[src/rtl/cic_interp_sdm_pkg.sv]
// Shared widths, types and saturation helper for the CIC interpolator and its
// second-order 1-bit sigma-delta back end.
package cic_interp_sdm_pkg;

  localparam int     IN_W     = 16;
  localparam int     ACC_W    = 48;
  localparam int     SDM_W    = 22;
  localparam int     N_STAGES = 3;
  localparam longint FS       = longint'(1) <<< (IN_W - 1);

  typedef logic signed [ACC_W-1:0] acc_t;
  typedef logic signed [IN_W-1:0]  pcm_t;

  // Clamp a signed value to the range of a w-bit two's complement word.
  function automatic longint sat(input longint v, input int w);
    longint hi;
    longint lo;
    hi = (longint'(1) <<< (w - 1)) - longint'(1);
    lo = -hi - longint'(1);
    if (v > hi) return hi;
    if (v < lo) return lo;
    return v;
  endfunction

endpackage

[src/rtl/cic_interp_sdm_sdm2.sv]
// Second-order 1-bit sigma-delta modulator; one output bit per clk, one cycle
// from pcm_out to out_bit. Integrators saturate instead of wrapping.
module cic_interp_sdm_sdm2
  import cic_interp_sdm_pkg::*;
(
  input  logic                   clk,
  input  logic                   rst,
  input  logic signed [IN_W-1:0] pcm_out,
  output logic                   out_bit
);

  typedef logic signed [SDM_W-1:0] sdm_t;

  sdm_t   s1;
  sdm_t   s2;
  longint fb;
  longint s1_next;
  longint s2_next;

  // The second integrator takes the freshly updated first-stage value so the
  // noise transfer is the plain (1 - z^-1)^2 shape.
  always_comb begin
    fb      = out_bit ? FS : -FS;
    s1_next = sat(longint'(s1) + longint'(pcm_out) - fb, SDM_W);
    s2_next = sat(longint'(s2) + s1_next - fb, SDM_W);
  end

  always_ff @(posedge clk) begin
    if (rst) begin
      s1      <= '0;
      s2      <= '0;
      out_bit <= 1'b0;
    end else begin
      s1      <= sdm_t'(s1_next);
      s2      <= sdm_t'(s2_next);
      out_bit <= (s2_next >= 0);
    end
  end

endmodule

[src/rtl/cic_interp_sdm.sv]
// 3-stage CIC interpolator (runtime ratio R) feeding a 1-bit sigma-delta modulator.
// Takes one PCM sample per R clocks when in_ready; a missing sample becomes zero and sets underrun.
module cic_interp_sdm
  import cic_interp_sdm_pkg::*;
(
  input  logic                   clk,
  input  logic                   rst,
  input  logic [15:0]            interp_ratio,
  input  logic [5:0]             gain_shift,
  input  logic signed [IN_W-1:0] in_data,
  input  logic                   in_valid,
  output logic                   in_ready,
  output logic signed [IN_W-1:0] pcm_out,
  output logic                   out_bit,
  output logic                   underrun
);

  logic [15:0] count;
  logic [15:0] r_act;
  logic        tick;
  logic        stuff_q;
  acc_t        x;
  acc_t        c1;
  acc_t        c2;
  acc_t        c3;
  acc_t        c3_q;
  acc_t        u;
  acc_t        cd [N_STAGES];
  acc_t        ig [N_STAGES];
  pcm_t        pcm_next;

  assign tick     = (count == r_act - 16'd1);
  assign in_ready = tick && !rst;
  assign u        = stuff_q ? c3_q : '0;

  always_comb begin
    x        = in_valid ? acc_t'(in_data) : '0;
    c1       = x - cd[0];
    c2       = c1 - cd[1];
    c3       = c2 - cd[2];
    pcm_next = pcm_t'(sat(longint'(ig[N_STAGES-1] >>> gain_shift), IN_W));
  end

  always_ff @(posedge clk) begin
    if (rst) begin
      count    <= '0;
      r_act    <= 16'd2;
      cd       <= '{default: '0};
      c3_q     <= '0;
      stuff_q  <= 1'b0;
      ig       <= '{default: '0};
      pcm_out  <= '0;
      underrun <= 1'b0;
    end else begin
      stuff_q <= tick;
      if (tick) begin
        count <= '0;
        // New ratio only ever lands on a period boundary.
        r_act <= (interp_ratio < 16'd2) ? 16'd2 : interp_ratio;
        cd[0] <= x;
        cd[1] <= c1;
        cd[2] <= c2;
        c3_q  <= c3;
        if (!in_valid) underrun <= 1'b1;
      end else begin
        count <= count + 16'd1;
      end
      // Integrators wrap modulo 2^ACC_W; the comb differences cancel the wrap.
      ig[0] <= ig[0] + u;
      for (int k = 1; k < N_STAGES; k++) ig[k] <= ig[k] + ig[k-1];
      pcm_out <= pcm_next;
    end
  end

  cic_interp_sdm_sdm2 u_sdm2 (
    .clk     (clk),
    .rst     (rst),
    .pcm_out (pcm_out),
    .out_bit (out_bit)
  );

endmodule

[config.mk]
export PLATFORM = sky130hd
export DESIGN_NAME = cic_interp_sdm
export DESIGN_NICKNAME = d
export VERILOG_FILES = /design/src/rtl/cic_interp_sdm_pkg.sv /design/src/rtl/cic_interp_sdm_sdm2.sv /design/src/rtl/cic_interp_sdm.sv
export SDC_FILE = /design/constraint.sdc
export NUM_CORES = 1
export LEC_CHECK = 0
export BUFFER_PORTS_ARGS = -buffer_cell sky130_fd_sc_hd__clkbuf_2
export CAP_MARGIN = 0
export CORE_ASPECT_RATIO = 0.8
export CORE_MARGIN = 10
export CORE_UTILIZATION = 55
export DETAILED_ROUTE_END_ITERATION = 8
export PLACE_DENSITY = 0.71
export SLEW_MARGIN = 0
export SYNTH_ARGS = -nofsm -noshare
export SYNTH_HDL_FRONTEND = slang
export SYNTH_SLANG_ARGS = --single-unit
[constraint.sdc]
create_clock -name clk -period 23.1 [get_ports clk]
set_input_delay 2.31 -clock clk [delete_from_list [all_inputs] [get_ports clk]]
set_output_delay 2.31 -clock clk [all_outputs]
set_load 0.02 [all_outputs]
==> flow_metrics.tcl, run 1 <==
set metrics [dict create \
    synth_top_flop_cell "dfxtp_1" \
    dp_slack_ns 9.843 \
    synth_compound_area_share_pct 24.30 \
    post_synth_fa_ha_maj_area_fraction_pct 15.61 \
    rr_startpoint "pcm_out[0]" \
    ctsRootBufferMaster "clkbuf_16" \
    cts_sinks 398 \
    final_antenna_net_count 0 \
    max_freq_mhz 74.56 \
    numCtsBuffers 44 \
    n_antenna_cell 0 \
    slew_viol_final 0 \
    grt_pass1_wl_um 150100 \
    synth_edf_count 0 \
    startpoint_type "flip-flop" \
    first_global_vias 28920 \
    cap_viol_max_count 0 \
    drc 0 \
    syn_inst 4636 \
    finalSetupTns_ns 0 \
    track_usage_pct 22.88 \
    path_class "reg -> reg" \
    hold_depth 2 \
    clock_skew_ns 0.03035 \
    crit_buf_inv 3 \
    finalHoldViolCount 0 \
    drt-vias-per-instance 5.894 \
    maxSlewHeadroom_pct 24.58 \
    crit_required_ns 23.61 \
    grt_max_degree 92 \
    synth_area_per_cell_um2 7.750 \
    rr_endpoint "u_sdm2.s2[8]" \
    die_y_um 248.6 \
    rrSetupSlack_ns 9.69 \
    synth_top_family_by_area "compound AO/OA/AOI/OAI gates" \
    cp_top_family "simple AND/OR/NAND/NOR gates" \
    setup_viol 0 \
    ctsResizeCount 0 \
    min_period_over_period_pct 58.06 \
    core_area_um2 64390 \
    whs_endpoint "c3_q[29]" \
    synth-seq-cells 398 \
    layout_setup_ws_ns 9.689 \
    antenna_found_initial 1 \
    worstPathArrival_ns 13.92 \
    wire_per_inst_um 16.61 \
    status "complete, no violations" \
    yosysSeqAreaShare_pct 22.18 \
    clk_latency_ns 0.61 \
    htree_num_levels 2 \
    port_buffers 59 \
    r2r_cells 49 \
    dpl.hpwl_um 69630 \
    place_congestion 0.9250 \
    syn_to_final_growth_pct 6.331 \
    synthDistinctLibCells 98 \
    cts.clk_slew.worst_paths_ns 0.06 \
    worstPathMaxFanout 47 \
    dieWidth_um 305.8 \
    hp-start "c3_q[29]" \
    postCtsSetupRepairBufs 0 \
    slowest_delay_ns 0.74 \
    syn_nets 5090 \
    hold_ws_ns 0.4453 \
    critical_path.most_common_cell "fa_1" \
    fin_nets 5020 \
    hold_path_class "reg -> reg" \
    yosys-mux-area-fraction_pct 4.705 \
    drt_first_pass_iters 8 \
    critPathSlowestCell "a2111oi_0" \
    async_reset_ff_share_pct 0 \
    synth_xor_area_share_pct 7.508 \
    period_needed_ns 13.41 \
    rows 83 \
    yosys_warnings 0 \
    io_pins 60 \
    detailroute.via_count 32120 \
    tritoncts "yes" \
    rsz0062_at_grt "false" \
    initial_utilization_pct 55.80 \
    gr-total-overflow 0 \
    synth_area_um2 35930 \
    synth-simple-area-share_pct 20.29 \
    cp-end-kind "flip-flop" \
    die-area_um2 76010 \
    cts_hold_buf 0 \
    wl_um 90480 \
    cts_buffer_depth 3 \
    tightest_slew_ns 1.131 \
    drt_iter0_drc 2849 \
    drive_gt1_share_pct 6.088 \
]
[per-layer routing]
metal  global-route usage (%)  routed length (µm)
met3                    3.250                5374
met4                    4.422                1387
met5                    1.097                 124
met1                    36.14               47890
met2                    31.93               35710
[worst max path at each step]
| stage | startpoint | endpoint | slack [ns] | cells past startpoint |
|---|---|---|---|---|
| after floorplan | pcm_out[0] | u_sdm2.s2[8] | 11.50 | 52 |
| after global placement | pcm_out[0] | u_sdm2.s2[8] | 10.13 | 50 |
| after detailed placement | pcm_out[0] | u_sdm2.s2[8] | 9.84 | 49 |
| after CTS | pcm_out[0] | u_sdm2.s2[8] | 9.72 | 49 |
| after global routing | pcm_out[0] | u_sdm2.s2[8] | 8.35 | 49 |
| final | pcm_out[0] | u_sdm2.s2[8] | 9.69 | 49 |
[registers in the layout, indices dropped and copies added, names as in the netlist]
register	cells
u_sdm2.s2	22
pcm_out	16
r_act	16
u_sdm2.out_bit	1
ig	144
c3_q	48
stuff_q	1
count	16
underrun	1
u_sdm2.s1	22
cd	111
[synthesized netlist by cell type, types with 66 or more instances]
library cell | count | area share [%]
inv_1 | 291 | 3.0
a21o_1 | 167 | 3.5
nor3_1 | 91 | 1.3
nor2_1 | 432 | 4.5
xnor2_1 | 188 | 4.6
a21oi_1 | 505 | 7.0
a211oi_1 | 67 | 1.4
nand2_1 | 492 | 5.1
and2_1 | 91 | 1.6
dfxtp_1 | 398 | 22
nand3_1 | 88 | 1.2
clkbuf_1 | 138 | 1.4
o21ai_0 | 223 | 3.1
ha_1 | 354 | 12
xor2_1 | 120 | 2.9
o21a_1 | 66 | 1.4
[cells by family (layout without fill, tap and decap cells)]
kind of cell    Yosys count  count (layout)
buf+inv                 489             452
flops                   398             398
xor+xnor                308             308
compound gates         1373            1373
simple gates           1546            1546
mux                     109             109
fa+ha+maj               413             413
[worst min-delay path, stage by stage, from the launching register on]
cell	delay (ns)
dfxtp_1	0.30
nand2_1	0.05
a21oi_1	0.05
[cell usage in the layout (no fill, tap or decap), drive strengths merged, types with 58 or more instances in the layout]
cell type	count
inv	296
nand4	61
fa	59
o21ai	231
nor3	92
a211oi	68
xnor2	188
nor2	432
o21a	66
ha	354
and2	91
clkbuf	115
xor2	120
a21o	168
dfxtp	398
nand2b	58
nand3	88
nand2	492
a21oi	505
[final cells by class]
type | instances | area (µm²)
Clock buffer | 57 | 1241
Clock inverter | 22 | 321.6
Fill cell | 6010 | 26180
Inverter | 293 | 1100
Multi-Input combinational cell | 3749 | 26040
Sequential cell | 398 | 7973
Tap cell | 850 | 1064
Timing Repair Buffer | 80 | 462.9
[stage by stage]
step	util (%)	cells	area (µm²)
after floorplan	-	4636	35930
after global placement	56.91	5370	36640
after detailed placement	56.91	5370	36640
after CTS	59.34	5449	38200
after global routing	59.34	5449	38200
final	59.34	5449	38200
Power of run 1 is not shown: default switching activity piles up to over one toggle a cycle in this logic, so the estimate is an artifact.
==> inputs of run 2 (changes only) <==
--- a/config.mk
+++ b/config.mk
@@ -11,7 +11,7 @@
 export CORE_MARGIN = 10
 export CORE_UTILIZATION = 55
 export DETAILED_ROUTE_END_ITERATION = 8
-export PLACE_DENSITY = 0.71
+export PLACE_DENSITY = 0.74
 export SLEW_MARGIN = 0
 export SYNTH_ARGS = -nofsm -noshare
 export SYNTH_HDL_FRONTEND = slang
==> constraint.sdc (replaced) <==
create_clock -name clk -period 12 [get_ports clk]
set_input_delay 1.2 -clock clk [delete_from_list [all_inputs] [get_ports clk]]
set_output_delay 1.2 -clock clk [all_outputs]
set_load 0.02 [all_outputs]
==> flow_metrics.tcl, run 2 (synthesis results as in run 1) <==
set metrics [dict create \
    status "complete, no violations" \
    endpoint "u_sdm2.s2[8]" \
    first_global_vias 29540 \
    core_area_um2 64390 \
    critical_path.most_common_cell "fa_1" \
    grt_pass1_wl_um 153300 \
    drive_gt1_share_pct 10.26 \
    dieWidth_um 305.8 \
    io_pins 60 \
    wire_per_inst_um 16.90 \
    die_y_um 248.6 \
    top_regs "ig (144), cd (111), c3_q (48)" \
    drt_first_pass_iters 6 \
    ctsRootBufferMaster "clkbuf_16" \
    drt-vias-per-instance 5.892 \
    tightest_slew_ns 1.035 \
    finalSetupTns_ns 0 \
    worstPathMaxFanout 10 \
    final_cell_mix "491 x nand2_1, 489 x a21oi_1, 432 x nor2_1, 396 x dfxtp_1, 352 x ha_1" \
    track_usage_pct 23.37 \
    cap_viol_max_count 0 \
    dp_slack_ns 0.03116 \
    layout_setup_ws_ns 0.5948 \
    max_freq_mhz 87.68 \
    clk_latency_ns 0.59 \
    final_antenna_net_count 0 \
    slowest_delay_ns 0.55 \
    port_buffers 59 \
    antenna_found_initial 0 \
    cts_buffer_depth 3 \
    maxSlewHeadroom_pct 30.98 \
    fin_nets 5197 \
    slew_viol_final 0 \
    fin_util_pct 61.88 \
    detailroute.via_count 33150 \
    worstPathArrival_ns 11.90 \
    largest_reg_flops 144 \
    initial_utilization_pct 55.80 \
    wl_um 95090 \
    rrSetupSlack_ns 0.59 \
    cts.clk_slew.worst_paths_ns 0.06 \
    cts_hold_buf 0 \
    gr-total-overflow 0 \
    tritoncts "yes" \
    numCtsBuffers 44 \
    crit_start "pcm_out[0]" \
    cp-end-kind "flip-flop" \
    rr_endpoint "u_sdm2.s2[8]" \
    hold_path_class "reg -> reg" \
    place_congestion 0.9560 \
    hold_ws_ns 0.4467 \
    dpl.hpwl_um 72890 \
    rr_startpoint "pcm_out[0]" \
    rows 83 \
    setup_viol 0 \
    clock_skew_ns 0.03446 \
    critPathSlowestCell "or4_1" \
    die-area_um2 76010 \
    regMostFlops "ig" \
    n_antenna_cell 0 \
    crit_required_ns 12.50 \
    drt_iter0_drc 2938 \
    startpoint_type "flip-flop" \
    period_needed_ns 11.41 \
    htree_num_levels 2 \
    r2r_cells 53 \
    grt_max_degree 107 \
    cts_sinks 398 \
    finalHoldViolCount 0 \
    fillers 5795 \
    drc 0 \
    path_class "reg -> reg" \
    min_period_over_period_pct 95.04 \
    syn_to_final_growth_pct 10.89 \
    final_common_cell "nand2_1" \
]
-- run 2: what timing repair did --
action	4_1_cts	5_1_grt
setup buffers	0	4
gates cloned	0	3
pin swaps	0	12
endpoints found under the setup margin	6	23
gates resized for setup	2	56
-- run 2: worst min path at each step --
stage                        start        to  slack (ns)  cells past startpoint
final                     c3_q[22]  c3_q[22]        0.45                      2
after detailed placement  c3_q[36]  c3_q[36]        0.44                      2
after global placement    c3_q[43]  c3_q[43]        0.43                      2
after floorplan           c3_q[15]  c3_q[15]        0.43                      2
after CTS                 c3_q[36]  c3_q[36]        0.45                      2
after global routing        cd[59]    cd[59]        0.46                      2
-- run 2: routing by layer --
metal | track usage [%] | share of wire [%]
met1 | 36.86 | 52
met2 | 33.41 | 40
met3 | 2.707 | 6.4
met4 | 4.143 | 1.5
met5 | 0 | 0
-- run 2: critical path, delay by kind of cell (launching register included) --
family,cells,cell delay [ns]
adder cells (fa/ha/maj),8,2.84
AND/OR/NAND/NOR,17,3.38
buffers and inverters,7,1.11
XOR/XNOR,2,0.34
flip-flops,1,0.31
AO/OA/AOI/OAI,19,3.32
-- run 2: metrics by stage --
step	cell area, µm²	std cells
floorplan	35930	4636
global placement	37990	5540
detailed placement	37990	5540
CTS	39540	5619
global route	39840	5626
finish	39840	5626
-- run 2: area by class of cell --
cell class	instances	area [µm²]	area share [%]
Clock buffer	63	1275	3.200
Clock inverter	16	277.8	0.6971
Inverter	293	1100	2.760
Multi-Input combinational cell	3750	26280	65.96
Sequential cell	398	7973	20.01
Tap cell	850	1064	2.669
Timing Repair Buffer	256	1873	4.701
Power of run 2 is left out for the same reason.
